[src/rtl/branch_target_buffer.sv]
// branch_target_buffer: direct-mapped branch target buffer for the fetch stage.
// Lookup is combinational over registered entries (no write-to-read bypass);
// training comes from the resolved control-transfer in ID, one per cycle.
// Optional feature macro: BTB_RAS_EN adds a circular return-address stack used
// to predict returns (jr $ra). Without it, update_call is ignored.
module branch_target_buffer #(
    parameter int ADDR_WIDTH = 32,
    parameter int ENTRIES    = 64,
    parameter int TAG_WIDTH  = 10,
    parameter int RAS_DEPTH  = 8
) (
    input  logic                  clk,
    input  logic                  rst,
    input  logic [ADDR_WIDTH-1:0] lookup_pc,
    output logic                  predict_taken,
    output logic [ADDR_WIDTH-1:0] predict_target,
    input  logic                  update_valid,
    input  logic [ADDR_WIDTH-1:0] update_pc,
    input  logic [1:0]            update_kind,
    input  logic                  update_call,
    input  logic                  update_taken,
    input  logic [ADDR_WIDTH-1:0] update_target,
    input  logic                  update_pred_taken,
    input  logic [ADDR_WIDTH-1:0] update_pred_target,
    output logic                  mispredict,
    output logic [ADDR_WIDTH-1:0] redirect_addr
);

    localparam int IDX_W  = $clog2(ENTRIES);
    localparam int TAG_LO = IDX_W + 2;
    localparam int TAG_HI = IDX_W + 2 + TAG_WIDTH - 1;

    localparam logic [1:0] KIND_BRANCH = 2'd0;
    localparam logic [1:0] KIND_RETURN = 2'd3;

    // Entry storage; only the valid bits are cleared by reset.
    logic [ENTRIES-1:0]    valid_q;
    logic [TAG_WIDTH-1:0]  tag_q    [ENTRIES];
    logic [ADDR_WIDTH-1:0] target_q [ENTRIES];
    logic [1:0]            kind_q   [ENTRIES];
    logic [1:0]            ctr_q    [ENTRIES];

    // Next contents of the single entry addressed by update_pc.
    logic                  entry_wr_en;
    logic [TAG_WIDTH-1:0]  tag_d;
    logic [ADDR_WIDTH-1:0] target_d;
    logic [1:0]            kind_d;
    logic [1:0]            ctr_d;

    logic [IDX_W-1:0]      l_idx;
    logic [TAG_WIDTH-1:0]  l_tag;
    logic                  l_hit;
    logic [IDX_W-1:0]      u_idx;
    logic [TAG_WIDTH-1:0]  u_tag;
    logic                  u_hit;
    logic [ADDR_WIDTH-1:0] lookup_seq;
    logic                  ras_use;
    logic [ADDR_WIDTH-1:0] ras_top;

    assign l_idx      = lookup_pc[IDX_W+1:2];
    assign l_tag      = lookup_pc[TAG_HI:TAG_LO];
    assign l_hit      = valid_q[l_idx] && (tag_q[l_idx] == l_tag);
    assign u_idx      = update_pc[IDX_W+1:2];
    assign u_tag      = update_pc[TAG_HI:TAG_LO];
    assign u_hit      = valid_q[u_idx] && (tag_q[u_idx] == u_tag);
    assign lookup_seq = lookup_pc + ADDR_WIDTH'(4);

    // Prediction: taken only on a hit with a strongly/weakly-taken counter.
    always_comb begin
        predict_taken  = l_hit && ctr_q[l_idx][1];
        predict_target = lookup_seq;
        if (predict_taken) begin
            predict_target = ras_use ? ras_top : target_q[l_idx];
        end
    end

    // Misprediction detection and corrected fetch address for the ID outcome.
    always_comb begin
        mispredict    = update_valid &&
                        ((update_pred_taken != update_taken) ||
                         (update_taken && (update_pred_target != update_target)));
        redirect_addr = update_taken ? update_target : (update_pc + ADDR_WIDTH'(4));
    end

    // Training: hits adjust the counter/target, taken misses allocate.
    always_comb begin
        entry_wr_en = 1'b0;
        tag_d       = tag_q[u_idx];
        target_d    = target_q[u_idx];
        kind_d      = kind_q[u_idx];
        ctr_d       = ctr_q[u_idx];
        if (update_valid) begin
            if (u_hit) begin
                entry_wr_en = 1'b1;
                if (update_kind == KIND_BRANCH) begin
                    if (update_taken) begin
                        ctr_d    = (ctr_q[u_idx] == 2'd3) ? 2'd3 : ctr_q[u_idx] + 2'd1;
                        target_d = update_target;
                    end else begin
                        ctr_d    = (ctr_q[u_idx] == 2'd0) ? 2'd0 : ctr_q[u_idx] - 2'd1;
                    end
                end else begin
                    ctr_d    = 2'd3;
                    target_d = update_target;
                end
            end else if (update_taken) begin
                entry_wr_en = 1'b1;
                tag_d       = u_tag;
                target_d    = update_target;
                kind_d      = update_kind;
                ctr_d       = (update_kind == KIND_BRANCH) ? 2'd2 : 2'd3;
            end
        end
    end

    // Entry registers; reset wins over a concurrent update.
    always_ff @(posedge clk) begin
        if (rst) begin
            valid_q <= '0;
        end else if (entry_wr_en) begin
            valid_q[u_idx]  <= 1'b1;
            tag_q[u_idx]    <= tag_d;
            target_q[u_idx] <= target_d;
            kind_q[u_idx]   <= kind_d;
            ctr_q[u_idx]    <= ctr_d;
        end
    end

`ifdef BTB_RAS_EN
    localparam int RAS_W = (RAS_DEPTH > 1) ? $clog2(RAS_DEPTH) : 1;
    localparam logic [RAS_W-1:0] RAS_LAST = RAS_W'(RAS_DEPTH - 1);
    localparam logic [RAS_W:0]   RAS_FULL = (RAS_W + 1)'(RAS_DEPTH);

    // ras_ptr_q points at the next free slot; the top is the slot before it.
    logic [ADDR_WIDTH-1:0] ras_q [RAS_DEPTH];
    logic [RAS_W-1:0]      ras_ptr_q, ras_ptr_d;
    logic [RAS_W:0]        ras_cnt_q, ras_cnt_d;
    logic [RAS_W-1:0]      ras_top_idx;
    logic [RAS_W-1:0]      ras_next_idx;
    logic                  ras_wr_en;
    logic [RAS_W-1:0]      ras_wr_idx;
    logic                  do_pop;
    logic                  do_push;

    assign ras_top_idx  = (ras_ptr_q == '0) ? RAS_LAST : ras_ptr_q - RAS_W'(1);
    assign ras_next_idx = (ras_ptr_q == RAS_LAST) ? '0 : ras_ptr_q + RAS_W'(1);
    assign ras_top      = ras_q[ras_top_idx];
    assign ras_use      = (kind_q[l_idx] == KIND_RETURN) && (ras_cnt_q != '0);
    assign do_pop       = update_valid && (update_kind == KIND_RETURN) && (ras_cnt_q != '0);
    assign do_push      = update_valid && update_call;

    // Stack control: pop+push replaces the top; a full push overwrites the oldest.
    always_comb begin
        ras_ptr_d  = ras_ptr_q;
        ras_cnt_d  = ras_cnt_q;
        ras_wr_en  = 1'b0;
        ras_wr_idx = ras_ptr_q;
        if (do_pop && do_push) begin
            ras_wr_en  = 1'b1;
            ras_wr_idx = ras_top_idx;
        end else if (do_pop) begin
            ras_ptr_d = ras_top_idx;
            ras_cnt_d = ras_cnt_q - 1'b1;
        end else if (do_push) begin
            ras_wr_en = 1'b1;
            ras_ptr_d = ras_next_idx;
            if (ras_cnt_q != RAS_FULL) begin
                ras_cnt_d = ras_cnt_q + 1'b1;
            end
        end
    end

    // Stack registers; the return address skips the delay slot.
    always_ff @(posedge clk) begin
        if (rst) begin
            ras_ptr_q <= '0;
            ras_cnt_q <= '0;
        end else begin
            ras_ptr_q <= ras_ptr_d;
            ras_cnt_q <= ras_cnt_d;
            if (ras_wr_en) begin
                ras_q[ras_wr_idx] <= update_pc + ADDR_WIDTH'(8);
            end
        end
    end
`else
    logic unused_ras_inputs;
    assign ras_use           = 1'b0;
    assign ras_top           = '0;
    assign unused_ras_inputs = ^{update_call, kind_q[l_idx]};
`endif

endmodule

[config.mk]
export PLATFORM = sky130hd
export DESIGN_NAME = branch_target_buffer
export DESIGN_NICKNAME = d
export VERILOG_FILES = /design/src/rtl/branch_target_buffer.sv
export SDC_FILE = /design/constraint.sdc
export NUM_CORES = 2
export LEC_CHECK = 0
export CAP_MARGIN = 10
export CELL_PAD_IN_SITES_DETAIL_PLACEMENT = 1
export CELL_PAD_IN_SITES_GLOBAL_PLACEMENT = 2
export CORE_UTILIZATION = 44
export DETAILED_ROUTE_END_ITERATION = 7
export PLACE_DENSITY_LB_ADDON = 0.12
export SYNTH_ARGS = -nofsm -noshare
export SYNTH_HDL_FRONTEND = slang
export SYNTH_SLANG_ARGS = --single-unit
export TNS_END_PERCENT = 1
[constraint.sdc]
create_clock -name clk -period 8.5 [get_ports clk]
set_clock_uncertainty 0.15 [all_clocks]
set_input_delay 1.7 -clock clk [delete_from_list [all_inputs] [get_ports clk]]
set_output_delay 1.7 -clock clk [all_outputs]
set_load 0.005 [all_outputs]
After elaboration in Yosys (flattened, before gate mapping). Memory sizes are Yosys's and may differ from the RTL's. Cells that the tools add are included.

$add $sub $neg: 4. $mul: 0. Divide/modulo/power cells: 0. Magnitude comparators: 3. Equal/unequal tests: 5. Shift-type cells: 0. Muxes and demuxes: 29. Bitwise gates (word level): 1. Reduce and logical (&&, ||, !) cells: 9.

Operator list (count): $mux W32 (6); $add A32 B3 Y32 const B (2); $or A64 B64 Y64 (1); $ne A32 B32 Y1 (1); $mux W10 (3); $eq A10 B10 Y1 (2); $lt A6 B7 Y1 const B (2); $mux W2 (7); $bmux W1 S6 (2); $mux W1 (10); $demux W1 S6 (1); $ge A6 B1 Y1 const B (1); $logic_and A1 B1 Y1 (6); $logic_not A2 Y1 (2); $add A2 B1 Y2 const B (1); $eq A2 B2 Y1 const B (1); $sub A2 B1 Y2 const B (1); $logic_or A1 B1 Y1 (1); $ne A1 B1 Y1 (1).

Register bits: 64. Latch bits: 0. RAM bits: 2816. ROM bits: 0. Input port bits: 136. Memories: 3.

Memories: target_q (depth 64, width 32, rd ports 2, clocked after memory_dff 0, wr ports 1, RTL line 39) `logic [ADDR_WIDTH-1:0] target_q [ENTRIES];`; tag_q (depth 64, width 10, rd ports 2, clocked after memory_dff 0, wr ports 1, RTL line 38) `logic [TAG_WIDTH-1:0] tag_q [ENTRIES];`; ctr_q (depth 64, width 2, rd ports 2, clocked after memory_dff 0, wr ports 1, RTL line 41) `logic [1:0] ctr_q [ENTRIES];`.

Logic depth before layout (Yosys ltp).
Word-level depth: 8. Mapped depth: 19. Depth with buffers taken out: 10.

Least setup slack after synthesis. Ideal clock, no wire load.

Kind: input port to flip-flop. Start point: input port update_pc[3]. End point: memory ctr_q[48][0] (enable). Setup time: 0.558 ns. Arrival: 8.560 ns. Data required time: 7.792 ns. Slack: -0.768 ns. Stages: 14. Path through: buf_4 inv_2 buf_2 buf_1 clkbuf_1 mux2i_1 o22ai_1 nor4_2 xor2_1 o2111ai_1 o21a_1 buf_6 clkbuf_1 nor4_1.

Longest elaborated chain between the ends: 8.

Ends and longest elaborated chain: start: declaration (RTL line 18) `input logic [ADDR_WIDTH-1:0] update_pc,`; $mem_v2 Z64 W10 / $bmux W1 S6 (equally long branches); $eq A10 B10 Y1 / $mux W1 (equally long branches) (RTL line 65) `assign u_hit = valid_q[u_idx] && (tag_q[u_idx] == u_tag);`; $logic_and A1 B1 Y1 (RTL line 65); $mux W1 (RTL line 93) `if (u_hit) begin`; $mux W1 (RTL line 92) `if (update_valid) begin`; $mux W1 (RTL line 120) `end else if (entry_wr_en) begin`; $mux W1 (RTL line 118) `if (rst) begin`; $mux W1 (implied by the code) (RTL line 125) `ctr_q[u_idx] <= ctr_d;`; end: declaration (RTL line 41).

Parallel ways exist; a longest one is shown, timed or not. The select of a mux whose other input is x is not followed.

Final worst setup path.
Start point: input port lookup_pc[3]. End point: output port predict_target[11].

Longest elaborated chain between the ends: 5.

Ends and longest elaborated chain: start: declaration (RTL line 14) `input logic [ADDR_WIDTH-1:0] lookup_pc,`; $mem_v2 Z64 W10 / $bmux W1 S6 (equally long branches); $eq A10 B10 Y1 / $mux W1 (equally long branches) (RTL line 62) `assign l_hit = valid_q[l_idx] && (tag_q[l_idx] == l_tag);`; $logic_and A1 B1 Y1 (RTL line 62); $logic_and A1 B1 Y1 (RTL line 70) `predict_taken = l_hit && ctr_q[l_idx][1];`; $mux W32 * (RTL line 72) `if (predict_taken) begin`; end: declaration (RTL line 16) `output logic [ADDR_WIDTH-1:0] predict_target,`.

Mark *: on every way between the ends. The rest lies on a longest branch, timed or not. The select of a mux whose other input is x is not followed.

==> Flow_metrics.wiki <==
{| class="wikitable"
! Metric !! Value
|-
| Result of the run || finished with violations
|-
| Violations in the final reports || negative setup slack
|-
| Critical path class || primary input to primary output
|-
| DIE AREA || ~300,000 sq um
|-
| Total Wirelength || 612,000 um
|-
| Power per cell area || 215 nW/um^2
|-
| Critical path data required time || about 6700 ps
|-
| Buffers inserted during post-CTS setup optimization || 0
|-
| Pin slew with the least headroom to its limit || around 1300 ps
|-
| Detailed placer's ending HPWL || 360,000 um
|-
| Register share of total power || between 40% and 50%
|-
| TritonCTS sink count || around 2,900
|-
| Vias || just over 90,000
|-
| Initial Util || between 40% and 50%
|-
| Post-route setup slack || -1.33 ps
|-
| Number of global-route vias before repair || 89,800
|-
| Most common cell after layout, fill and taps aside || sky130_fd_sc_hd__edfxtp_1
|-
| Worst min-delay path category || register to register
|-
| Vertical die dimension || between 500 and 600 um
|-
| List of cells traversed by the critical path || buf_8 -> buf_12 -> buf_12 -> mux4_2 -> mux4_2 -> mux2i_1 -> a21oi_1 -> xnor2_1 -> buf_4 -> and4b_4 -> buf_12 -> mux2_1 -> clkdlybuf4s50_1
|-
| Sequential-to-total area share from yosys stat || 64.7%
|-
| Number of max-capacitance violations reported || 0
|-
| Arrival time at the worst endpoint || about 6700 ps
|-
| P_sw || approximately 8300 uW
|-
| Number of nets in the synthesized netlist || between 7,000 and 8,000
|-
| Largest net degree at the start of global routing || 111
|-
| Horizontal die dimension || 551 um
|-
| Largest incremental delay on the critical path || about 580 ps
|-
| Placer's final routability congestion estimate || a little over 0.9
|-
| Hold violation count in the final report || 0
|-
| Combinational share of power || around a tenth
|-
| Total of warnings raised by yosys || 0
|-
| Area grow syn2layout || 16.4%
|-
| Total internal power || between 20,000 and 25,000 uW
|-
| Initial detailed-routing violation count || approximately 17,000
|-
| Power after layout || approximately 33,000 uW
|-
| I/O pins || a little over 200
|-
| Buf/Inv on CP || 6
|-
| Cell repeated most along the worst path || sky130_fd_sc_hd__buf_12
|-
| Area fraction of the dominant cell type after synthesis || a little under two thirds
|-
| Sequential cell area in the final layout || around 86,000 sq um
|-
| Overall global routing resource usage || 39.8%
|-
| Final setup violating endpoints || 1
|-
| Leading register cell type out of synthesis || sky130_fd_sc_hd__edfxtp_1
|-
| Number of detailed-routing iterations run before antenna repair || 6
|-
| Clock tree from TritonCTS || yes
|-
| Unique masters post-synth || between 80 and 90
|-
| Placeable core region || between 200,000 and 300,000 sq um
|-
| Per-instance average area after synthesis || around 18 sq um
|-
| Share of total power consumed by net switching || between 20% and 30%
|-
| Site row count || 201
|-
| Initial antenna violation count || 54
|-
| Final critical delay including setup and external delays || ~8500 ps
|-
| Critical path's top delay family || buffers and inverters
|-
| Total clock buffers created by CTS || around 320
|-
| Global-route congestion overflow total || 0
|-
| Number of enable-type register cells in the synthesized netlist || around 2,800
|-
| Area of combinational cells with multiple inputs || between 40,000 and 50,000 sq um
|-
| Largest cells by area after synthesis || sky130_fd_sc_hd__edfxtp_1 64%, sky130_fd_sc_hd__mux4_2 16%, sky130_fd_sc_hd__a22oi_1 2.6%
|-
| Number of I/O port buffers || 200
|-
| RSZ-0062 raised after global routing || false
|-
| Fraction of layout instances using a drive strength above 1 || between 20% and 30%
|-
| Number of remaining DRC errors || 0
|-
| Post-DR wirelength/cell || 50.2 um
|-
| Clock slew at reported path FFs || around 60 ps
|-
| Via density per instance || approximately 7.6
|-
| Number of H-tree levels || 5
|-
| Final net count || between 8,000 and 9,000
|-
| Portion of total power attributed to the clock network || 41.5%
|-
| Commonest non-fill, non-tap cells in the layout || 2,816 x sky130_fd_sc_hd__edfxtp_1, 960 x sky130_fd_sc_hd__mux4_2, 457 x sky130_fd_sc_hd__a22oi_1, 354 x sky130_fd_sc_hd__buf_4, 320 x sky130_fd_sc_hd__clkbuf_16
|-
| Type of element capturing the critical path || primary output
|-
| Biggest area consumer among synthesized cells || sky130_fd_sc_hd__edfxtp_1
|-
| Proportion of synthesized flip-flops having asynchronous set or reset || 0%
|-
| Post-route fraction of the period consumed by the critical path || 100%
|-
| Library cell used as clock root buffer || sky130_fd_sc_hd__clkbuf_16
|-
| Total of flip-flops plus latches after synthesis || 2,880
|-
| Clock latency of the later-clocked register in the worst-skew pair || 950 ps
|-
| Setup crit start kind || primary input
|-
| Post-detailed-route count of antenna-violating nets || 0
|-
| Highest clock frequency the design can meet || approximately 0.12 GHz
|-
| Max stage delay cell, worst path || sky130_fd_sc_hd__buf_12
|-
| Headroom to the max-slew limit || around an eighth
|-
| Wire length of the first global-routing pass || just over 800,000 um
|-
| Filler Cell Count || around 27,000
|-
| Maximum clock insertion buffer count || 4
|-
| Post-layout util || about half
|-
| Largest fanout on the critical path || 110
|-
| Leakage power summed over all cells || a little under 0.05 uW
|-
| Worst IR Drop VDD || approximately 0.00015 V
|-
| Cell area after technology mapping || roughly 130,000 sq um
|-
| Count of final max-slew check failures || 0
|-
| Synthesized instance count || 7,533
|}
==> flip-flops by register name, indices dropped and copies added, names as in the netlist <==
signal,flops
tag_q,640
target_q,2048
ctr_q,128
valid_q,64
==> area by class of cell <==
class,count,share of cell area [%]
clock inverters,183,1.12
clock buffers,389,5.38
multi-input cells,3980,28.8
diodes,27,0.0438
repair buffers,760,5.74
flip-flops and latches,2880,55.6
well taps,3958,3.21
inverters,18,0.0486
==> per-layer routing <==
layer	vias to the layer above	GRT usage (%)	part of all wire, %
li1	33418	-	-
met3	1630	11.8	14
met2	8171	57.9	43
met1	49912	53.3	36
met5	-	0	0.044
met4	40	22.9	6.6
==> power groups by stage <==
stage | Clock, uW | Sequential [uW] | Combinational, uW
global route | 14300 | 16000 | 3460
finish | 13800 | 16100 | 3390
CTS | 13800 | 16000 | 3290
detailed placement | 0 | 16400 | 3280
floorplan | 0 | 16400 | 1750
global placement | 0 | 16300 | 3230
==> cell families (layout without fill, tap and decap cells) <==
group	count (synthesis)	in the layout	synth area share [%]
and+or+nand+nor	764	764	2.94
xor gates and xnor gates	101	101	0.673
AOI/OAI and AO/OA	1708	1708	9.56
buffers and inverters	673	1350	2.25
other	0	27	0
muxes	1405	1405	19.8
adders and majority gates	2	2	0.0189
DFF	2880	2880	64.7
==> path summary, 6_finish.rpt <==
kind                              startpoint                  to  slack [ps]  depth (start not counted)
worst max-delay path            lookup_pc[3]  predict_target[11]          -1                         13
worst min-delay path              valid_q[4]          valid_q[4]         330                          1
worst max register to register  tag_q[29][9]    target_q[12][18]        3050                         12
worst min register to register    valid_q[4]          valid_q[4]         330                          1
==> synth_stat cells, drive strengths merged, types with 54 or more instances <==
master / number
a21oi: 181
a221oi: 317
a22o: 161
a22oi: 457
a31oi: 123
buf: 320
clkbuf: 335
dfxtp: 64
edfxtp: 2816
mux2: 180
mux2i: 265
mux4: 960
nand2: 234
nand3: 58
nand4: 61
nor2: 182
nor4: 62
o21ai: 120
o22ai: 88
xnor2: 54
==> repair_timing <==
item                                    CTS  global route
endpoints found under the setup margin    0            13
hold buffers                              0             0
gates resized for setup                   0             1
==> through the flow <==
step                      area [sq um]  hold WS, ps  setup TNS [ps]  setup slack (ps)  cells
final                           154000          326           -1.33             -1.33  12195
after floorplan                 133000          288        -1112390              -768   7533
after CTS                       154000          327               0              20.7  12167
after global routing            154000          350               0              63.6  12175
after global placement          144000          299               0              34.8  11593
after detailed placement        144000          310               0              24.6  11595
Note: power is estimated with default switching activity, not from simulation.
